**config.mk**
```make
export PLATFORM = sky130hd
export DESIGN_NAME = cpu_control_fsm
export DESIGN_NICKNAME = d
export VERILOG_FILES = /design/src/rtl/simple_cpu_pkg.sv /design/src/rtl/cpu_control_fsm_dec3to8.sv /design/src/rtl/cpu_control_fsm.sv
export SDC_FILE = /design/constraint.sdc
export NUM_CORES = 1
export LEC_CHECK = 0
export CAP_MARGIN = 10
export CORE_AREA = 2 2 51 53
export DETAILED_ROUTE_END_ITERATION = 12
export DIE_AREA = 0 0 53 55
export PLACE_DENSITY = 0.81
export SLEW_MARGIN = 20
export SYNTH_ARGS = -nofsm -noshare
export SYNTH_HDL_FRONTEND = slang
export SYNTH_SLANG_ARGS = --single-unit
```
**constraint.sdc**
```tcl
create_clock -name clock -period 2.5 [get_ports clock]
set_clock_uncertainty 0.15 [all_clocks]
set_input_delay 0.75 -clock clock [delete_from_list [all_inputs] [get_ports clock]]
set_output_delay 0.75 -clock clock [all_outputs]
set_load 0.1 [all_outputs]
```
**src/rtl/simple_cpu_pkg.sv**
```systemverilog
`default_nettype none
// ============================================================================
// Module : simple_cpu_pkg
// Brief  : Opcodes, timing-state codes and width defaults shared by the
//          control sequencer, ALU and register file.
// Rev    : 1.0
// ============================================================================
package simple_cpu_pkg;

    localparam int DEF_DATA_W = 16;
    localparam int DEF_IR_W   = 9;
    localparam int DEF_NREG   = 8;

    localparam logic [2:0] OP_MV  = 3'b000;
    localparam logic [2:0] OP_MVI = 3'b001;
    localparam logic [2:0] OP_ADD = 3'b010;
    localparam logic [2:0] OP_SUB = 3'b011;

    typedef enum logic [1:0] {
        T0 = 2'd0,
        T1 = 2'd1,
        T2 = 2'd2,
        T3 = 2'd3
    } state_t;

endpackage
`default_nettype wire

```
**src/rtl/cpu_control_fsm_dec3to8.sv**
```systemverilog
`default_nettype none
// ============================================================================
// Module : dec3to8
// Brief  : 3-bit register field to one-hot select, gated by an enable.
// Rev    : 1.0
// ============================================================================
module dec3to8 #(
    parameter int N = 8
) (
    input  logic         en_i,
    input  logic [2:0]   sel_i,
    output logic [N-1:0] onehot_o
);

    assign onehot_o = en_i ? (N'(1) << sel_i) : '0;

endmodule
`default_nettype wire

```
**src/rtl/cpu_control_fsm.sv**
```systemverilog
`default_nettype none
// ============================================================================
// Module : cpu_control_fsm
// Brief  : Instruction register and T0..T3 control sequencer for the ALU
//          datapath (mv, mvi, add, sub).
// Rev    : 1.0
// ============================================================================
module cpu_control_fsm
    import simple_cpu_pkg::*;
#(
    parameter int DATA_W = DEF_DATA_W,
    parameter int IR_W   = DEF_IR_W,
    parameter int NREG   = DEF_NREG
) (
    input  logic              clock,
    input  logic              reset,
    input  logic              run,
    input  logic [DATA_W-1:0] din,
    output logic              irin,
    output logic [NREG-1:0]   rin,
    output logic [NREG-1:0]   rout,
    output logic              dinout,
    output logic              gout,
    output logic              ain,
    output logic              gin,
    output logic              sub,
    output logic              done,
    output logic [IR_W-1:0]   ir
);

    state_t            state_q, state_d;
    logic [IR_W-1:0]   ir_q, ir_d;

    logic [2:0]        w_op, w_x, w_y;
    logic              w_irin, w_rin_x, w_rout_x, w_rout_y;
    logic              w_dinout, w_gout, w_ain, w_gin, w_sub, w_done;
    logic [NREG-1:0]   w_x_oh, w_y_oh;
    logic              w_unused_din;

    assign w_op = ir_q[8:6];
    assign w_x  = ir_q[5:3];
    assign w_y  = ir_q[2:0];

    assign w_unused_din = ^din[DATA_W-1:IR_W];

    always_comb begin
        state_d = state_q;
        ir_d    = ir_q;
        unique case (state_q)
            T0: if (run) begin
                ir_d    = din[IR_W-1:0];
                state_d = T1;
            end
            T1: state_d = (w_op == OP_ADD || w_op == OP_SUB) ? T2 : T0;
            T2: state_d = T3;
            T3: state_d = T0;
        endcase
    end

    always_ff @(posedge clock or posedge reset) begin
        if (reset) begin
            state_q <= T0;
            ir_q    <= '0;
        end else begin
            state_q <= state_d;
            ir_q    <= ir_d;
        end
    end

    // Control decode; sub stays at the opcode value across T1 and T2.
    always_comb begin
        w_irin   = 1'b0;
        w_rin_x  = 1'b0;
        w_rout_x = 1'b0;
        w_rout_y = 1'b0;
        w_dinout = 1'b0;
        w_gout   = 1'b0;
        w_ain    = 1'b0;
        w_gin    = 1'b0;
        w_sub    = 1'b0;
        w_done   = 1'b0;
        unique case (state_q)
            T0: w_irin = run;
            T1: begin
                case (w_op)
                    OP_MV: begin
                        w_rout_y = 1'b1;
                        w_rin_x  = 1'b1;
                        w_done   = 1'b1;
                    end
                    OP_MVI: begin
                        w_dinout = 1'b1;
                        w_rin_x  = 1'b1;
                        w_done   = 1'b1;
                    end
                    OP_ADD, OP_SUB: begin
                        w_rout_x = 1'b1;
                        w_ain    = 1'b1;
                        w_sub    = (w_op == OP_SUB);
                    end
                    default: w_done = 1'b1;
                endcase
            end
            T2: begin
                w_rout_y = 1'b1;
                w_gin    = 1'b1;
                w_sub    = (w_op == OP_SUB);
            end
            T3: begin
                w_gout  = 1'b1;
                w_rin_x = 1'b1;
                w_done  = 1'b1;
            end
        endcase
    end

    dec3to8 #(.N(NREG)) u_dec_x (
        .en_i     (~reset),
        .sel_i    (w_x),
        .onehot_o (w_x_oh)
    );

    dec3to8 #(.N(NREG)) u_dec_y (
        .en_i     (~reset & w_rout_y),
        .sel_i    (w_y),
        .onehot_o (w_y_oh)
    );

    // Reset masks every strobe immediately, before the async state clear settles.
    assign irin   = w_irin   & ~reset;
    assign rin    = w_rin_x  ? w_x_oh : '0;
    assign rout   = (w_rout_x ? w_x_oh : '0) | w_y_oh;
    assign dinout = w_dinout & ~reset;
    assign gout   = w_gout   & ~reset;
    assign ain    = w_ain    & ~reset;
    assign gin    = w_gin    & ~reset;
    assign sub    = w_sub    & ~reset;
    assign done   = w_done   & ~reset;
    assign ir     = ir_q;

endmodule
`default_nettype wire
```
Yosys cells after proc, flatten, opt, wreduce, memory -nomap -nowiden
Index checks and enable logic that the tools add are counted.

Equal/unequal tests: 7. Shift operators: 2. Mux-type cells: 22. Bitwise gates (word level): 10. Reduce and logical (&&, ||, !) cells: 6.

Operators by type and width (number): $mux 8 (4); $shl 1x3->8 const A (2); $mux 1 (11); $and 1x1->1 (8); $or 8x8->8 (1); $pmux 1 s2 (4); $pmux 2 s4 (1); $eq 3x2->1 const B (2); $eq 2x2->1 const B (2); $mux 2 (2); $reduce_or 2->1 (2); $eq 3x1->1 const B (1); $logic_not 3->1 (1); $eq 2x1->1 const B (1); $logic_not 2->1 (1); $ne 2x2->1 const B (1); $reduce_and 2->1 (1); $logic_or 1x1->1 (1); $not 1->1 (1).

Register bits: 11. Input bits: 19. Output and inout bits: 32. Logic and storage cells: 49.

Longest topological paths before layout
Depth after elaboration: 6. Depth in mapped cells: 5. Mapped depth without buffers: 5.

Modules after synthesis
A second synthesis with hierarchy kept.

Cell total of the unflattened synthesis: 84. Area, all modules: 897.1 um2.

By module, submodules not included: cpu_control_fsm (instances 1, cells an instance 68, area each 706.9 um2, seq. area each 275.3 um2); dec3to8 (instances 2, cells an instance 8, area each 95.1 um2, seq. area each 0.0 um2).

Worst setup path after synthesis
Ideal clock, no wire load.

Path type: flip-flop to output port. Start: register ir_q[7] (netlist: ir[7]). End: output port sub. Arrival time: 4344 ps. Required time: 1600 ps. Setup slack: -2744 ps. Stages on the path, launching flop included: 3. Path buffers: 0. Path through: dfrtp_1 nand2b_1 nor4b_1.

Longest elaborated chain between the ends: 5. Elaborated cells between the ends (all ways): 6. Classes of those cells: eq/ne (2); mux (2); bitwise (1); reduce/logical (1).

Ends and longest elaborated chain: start, declared (line cpu_control_fsm.sv:32) `logic [IR_W-1:0] ir_q, ir_d;`; start signal, assigned (line cpu_control_fsm.sv:66) `ir_q <= ir_d;`; $eq 3x2->1 (on tied branches) (line cpu_control_fsm.sv:85, cpu_control_fsm.sv:99, cpu_control_fsm.sv:107); $reduce_or 2->1 (line cpu_control_fsm.sv:85) `case (w_op)`; $mux 1 (line cpu_control_fsm.sv:85); $pmux 1 s2 (*) (line cpu_control_fsm.sv:82) `unique case (state_q)`; $and 1x1->1 (*) (line cpu_control_fsm.sv:137) `assign sub = w_sub & ~reset;`; end, declared (line cpu_control_fsm.sv:26) `output logic sub,`.

Every way passes the cells marked *; elsewhere a longest branch is shown, timed or not.

==> results.yml <==
hold_path:
  hold_class: "in -> async"
yosys:
  yosys.area.top_type: "dfrtp_1"
  synth_top_family_by_area: "simple AND/OR/NAND/NOR gates"
  ys_types: 27
  ys_seq_area_share_pct: 35.4
  syn-instance-count: 79
  yosys.area_share.simple_pct: 29.8
  synth_fa_ha_area_share_pct: 6.44
  synth_compound_area_share_pct: 12.9
  synth_area_um2: 777
  synthMuxAreaShare_pct: 13.0
  synth-warning-count: 0
  avgSynthCellArea_um2: 9.84
  synthTopCellsByArea: "dfrtp_1 (35%), mux2_2 (13%), ha_1 (6.4%)"
  synth_top_area_share_pct: 35.4
  synth_seq_cells: 11
  synthesis.nets: 102
  synthXorXnorAreaFrac_pct: 0
floorplan:
  num_rows: 18
  io-pin-count: 51
  core_um2: 2360
  initial_utilization_pct: 32.9
  die_width_um: 53
  die-height_um: 55
  dieArea_um2: 2920
outcome:
  status: "complete, but fails checks"
  violations: "negative setup slack"
detailed_routing:
  finalWirelength_mm: 3.93
  drt-initial-drc-count: 17
  post_drt_wl_per_cell_um: 23.0
  vias: 976
  postRouteAntennaNets: 0
  dr.pass1.iters: 4
  avgViaCountPerCell: 5.71
  drcViolationCount: 0
timing:
  worst_pin_slew_ps: 501
  slew_headroom_pct: 66.6
  fmax_mhz: 354
  slew_violations: 0
  finalSetupTns_ps: -4250
  setup_viol: 17
  final-hold-violation-count: 0
  grt_setup_unrepaired: "yes"
  setup_ws_ps: -323
  period_share_pct: 113
  fin_crit_ps: 2820
run:
  cap_violations: 0
final_layout:
  drive_above_1_share_pct: 75.9
  diodes: 0
  area_delta_synth_final_pct: 158
  final_nets: 165
  fin_cells: 171
critical_path:
  start_kind: "flop"
  path_cells: "inv_2 > ha_4 > nor4b_4 > o21bai_1 > buf_4 > o22ai_4 > buf_12"
  max_stage_delay_ps: 410
  criticalPathCategory: "reg -> out"
  cp-end-kind: "output pin"
  cp.arrival_ps: 1920
  cp_max_fo: 4
  crit_required_ps: 1600
  critPathSlowestCell: "dfrtp_1"
placement:
  dp_hpwl_mm: 2.54
  io_buffers: 43
  place_inst: 165
  pre_cts_ws_ps: -573
  gp_congestion: 0.781
clock_network:
  clock_path_buffers: 2
  insertion_delay_ps: 280
  root_buffer: "clkbuf_4"
  clock_sinks: 11
  ctsHtreeMaxLevel: 1
  hold_buffers: 0
  cts_made_buffers: 3
  cts.reportedPaths.clkPinSlew_ps: 80
  cts_tree: "yes"
power_and_ir_drop:
  power.leakage_nw: 0.763
  p_per_area_nw_per_um2: 1360
  vdd_drop_max_uv: 1460
grt:
  grt_pass1_wl_mm: 5.95
  antenna_found_initial: 0
  grt-ovfl-total: 0
  grt_max_degree: 10
  grtUsageTotal_pct: 30.5
  grt_pass1_vias: 1035
[metrics by stage]
| stage | utilization [%] | power (mW) | hold slack (ps) | area, µm² |
|---|---|---|---|---|
| final | 84.9 | 2.74 | 411 | 2010 |
| after global routing | 84.9 | 2.82 | 404 | 2010 |
| after CTS | 84.1 | 2.68 | 399 | 1990 |
| after detailed placement | 78.7 | 2.40 | 410 | 1860 |
| after global placement | 78.7 | 2.33 | 394 | 1860 |
| after floorplan | - | 1.77 | 373 | 1040 |
[worst max-delay path, delay by kind of cell, from the launching register on]
family | cells | cell delay, ps
buf+inv | 3 | 470
fa+ha+maj | 1 | 160
compound gates | 2 | 280
flops | 1 | 410
simple gates | 1 | 310
[Yosys cell counts]
cell type,count
nor4b_2,1
o21bai_1,1
nand3_1,1
mux2_2,9
o41ai_1,1
o21ai_1,1
nor2b_1,1
o21ai_0,2
dfrtp_1,11
and2b_2,3
or2_2,1
nor2_1,5
and3_1,1
nand2_4,2
o21ai_2,1
nor4b_1,1
nand3b_1,2
nand2b_1,3
a21oi_1,2
inv_1,5
o22ai_1,8
ha_1,4
nor3b_2,1
nor3_1,8
and4bb_4,1
nand2_1,2
nand2_2,1
[flip-flops by register name, indices dropped and copies added, names as in the netlist, named ones only]
register and flops:
state_q 1, ir 9
[path summary, 6_finish.rpt]
path	start	to	slack, ps	depth (start not counted)
min in group clock	ir[3]	ir[3]	480	1
hold reg to reg	ir[3]	ir[3]	480	1
max in group asynchronous	reset	ir[7]	1660	3
hold / removal	reset	ir[7]	410	3
setup reg to reg	flop	ir[0]	820	6
setup / recovery	flop	rout[2]	-320	7
[per-layer routing]
layer | GRT usage, % | routed length, µm
met1 | 35.6 | 1440
met5 | 0 | 0
met4 | 19.2 | 170
met2 | 52.5 | 2100
met3 | 4.84 | 216
[placed cells by master, fill, tap and decap left out, types with 2 or more instances in the layout]
| master | Yosys | layout |
|---|---|---|
| buf_12 | 0 | 28 |
| and2b_2 | 3 | 3 |
| dfrtp_1 | 11 | 4 |
| inv_2 | 0 | 2 |
| dfrtp_2 | 0 | 3 |
| o22ai_4 | 0 | 8 |
| nor2_4 | 0 | 2 |
| buf_6 | 0 | 3 |
| dfrtp_4 | 0 | 4 |
| buf_4 | 0 | 17 |
| nor2_1 | 5 | 3 |
| clkdlybuf4s50_1 | 0 | 9 |
| nor3_4 | 0 | 8 |
| nand2_1 | 2 | 2 |
| nor4b_4 | 0 | 2 |
| ha_4 | 0 | 4 |
| nand3b_1 | 2 | 2 |
| clkbuf_4 | 0 | 3 |
| o21ai_0 | 2 | 2 |
| nand2b_1 | 3 | 3 |
| mux2_2 | 9 | 9 |
| inv_1 | 5 | 2 |
[logic make-up (layout without fill, tap and decap cells)]
kind of cell | after synthesis | in the layout
buf+inv | 5 | 67
flops | 11 | 11
simple gates | 34 | 34
compound gates | 16 | 16
mux | 9 | 9
fa+ha+maj | 4 | 4
[layout make-up]
type | instances | area (µm²)
Multi-Input combinational cell | 63 | 807
Fill cell | 97 | 357
Timing Repair Buffer | 58 | 821
Inverter | 5 | 22.5
Sequential cell | 11 | 294
Clock buffer | 4 | 26.3
Tap cell | 30 | 37.5
[where the power goes]
group / switching, mW / total [mW] / leakage (nW) / internal (mW)
Clock: 0.0686 / 0.131 / 0.0150 / 0.0621
Sequential: 0.221 / 0.513 / 0.124 / 0.292
Combinational: 1.40 / 2.09 / 0.624 / 0.696
[timing repair]
item,4_1_cts,5_1_grt
cloned,0,0
setup endpoints to repair,23,21
setup buffers,3,0
pin swaps,8,4
resized for setup,22,2
Note: power is estimated with default switching activity, not from simulation.
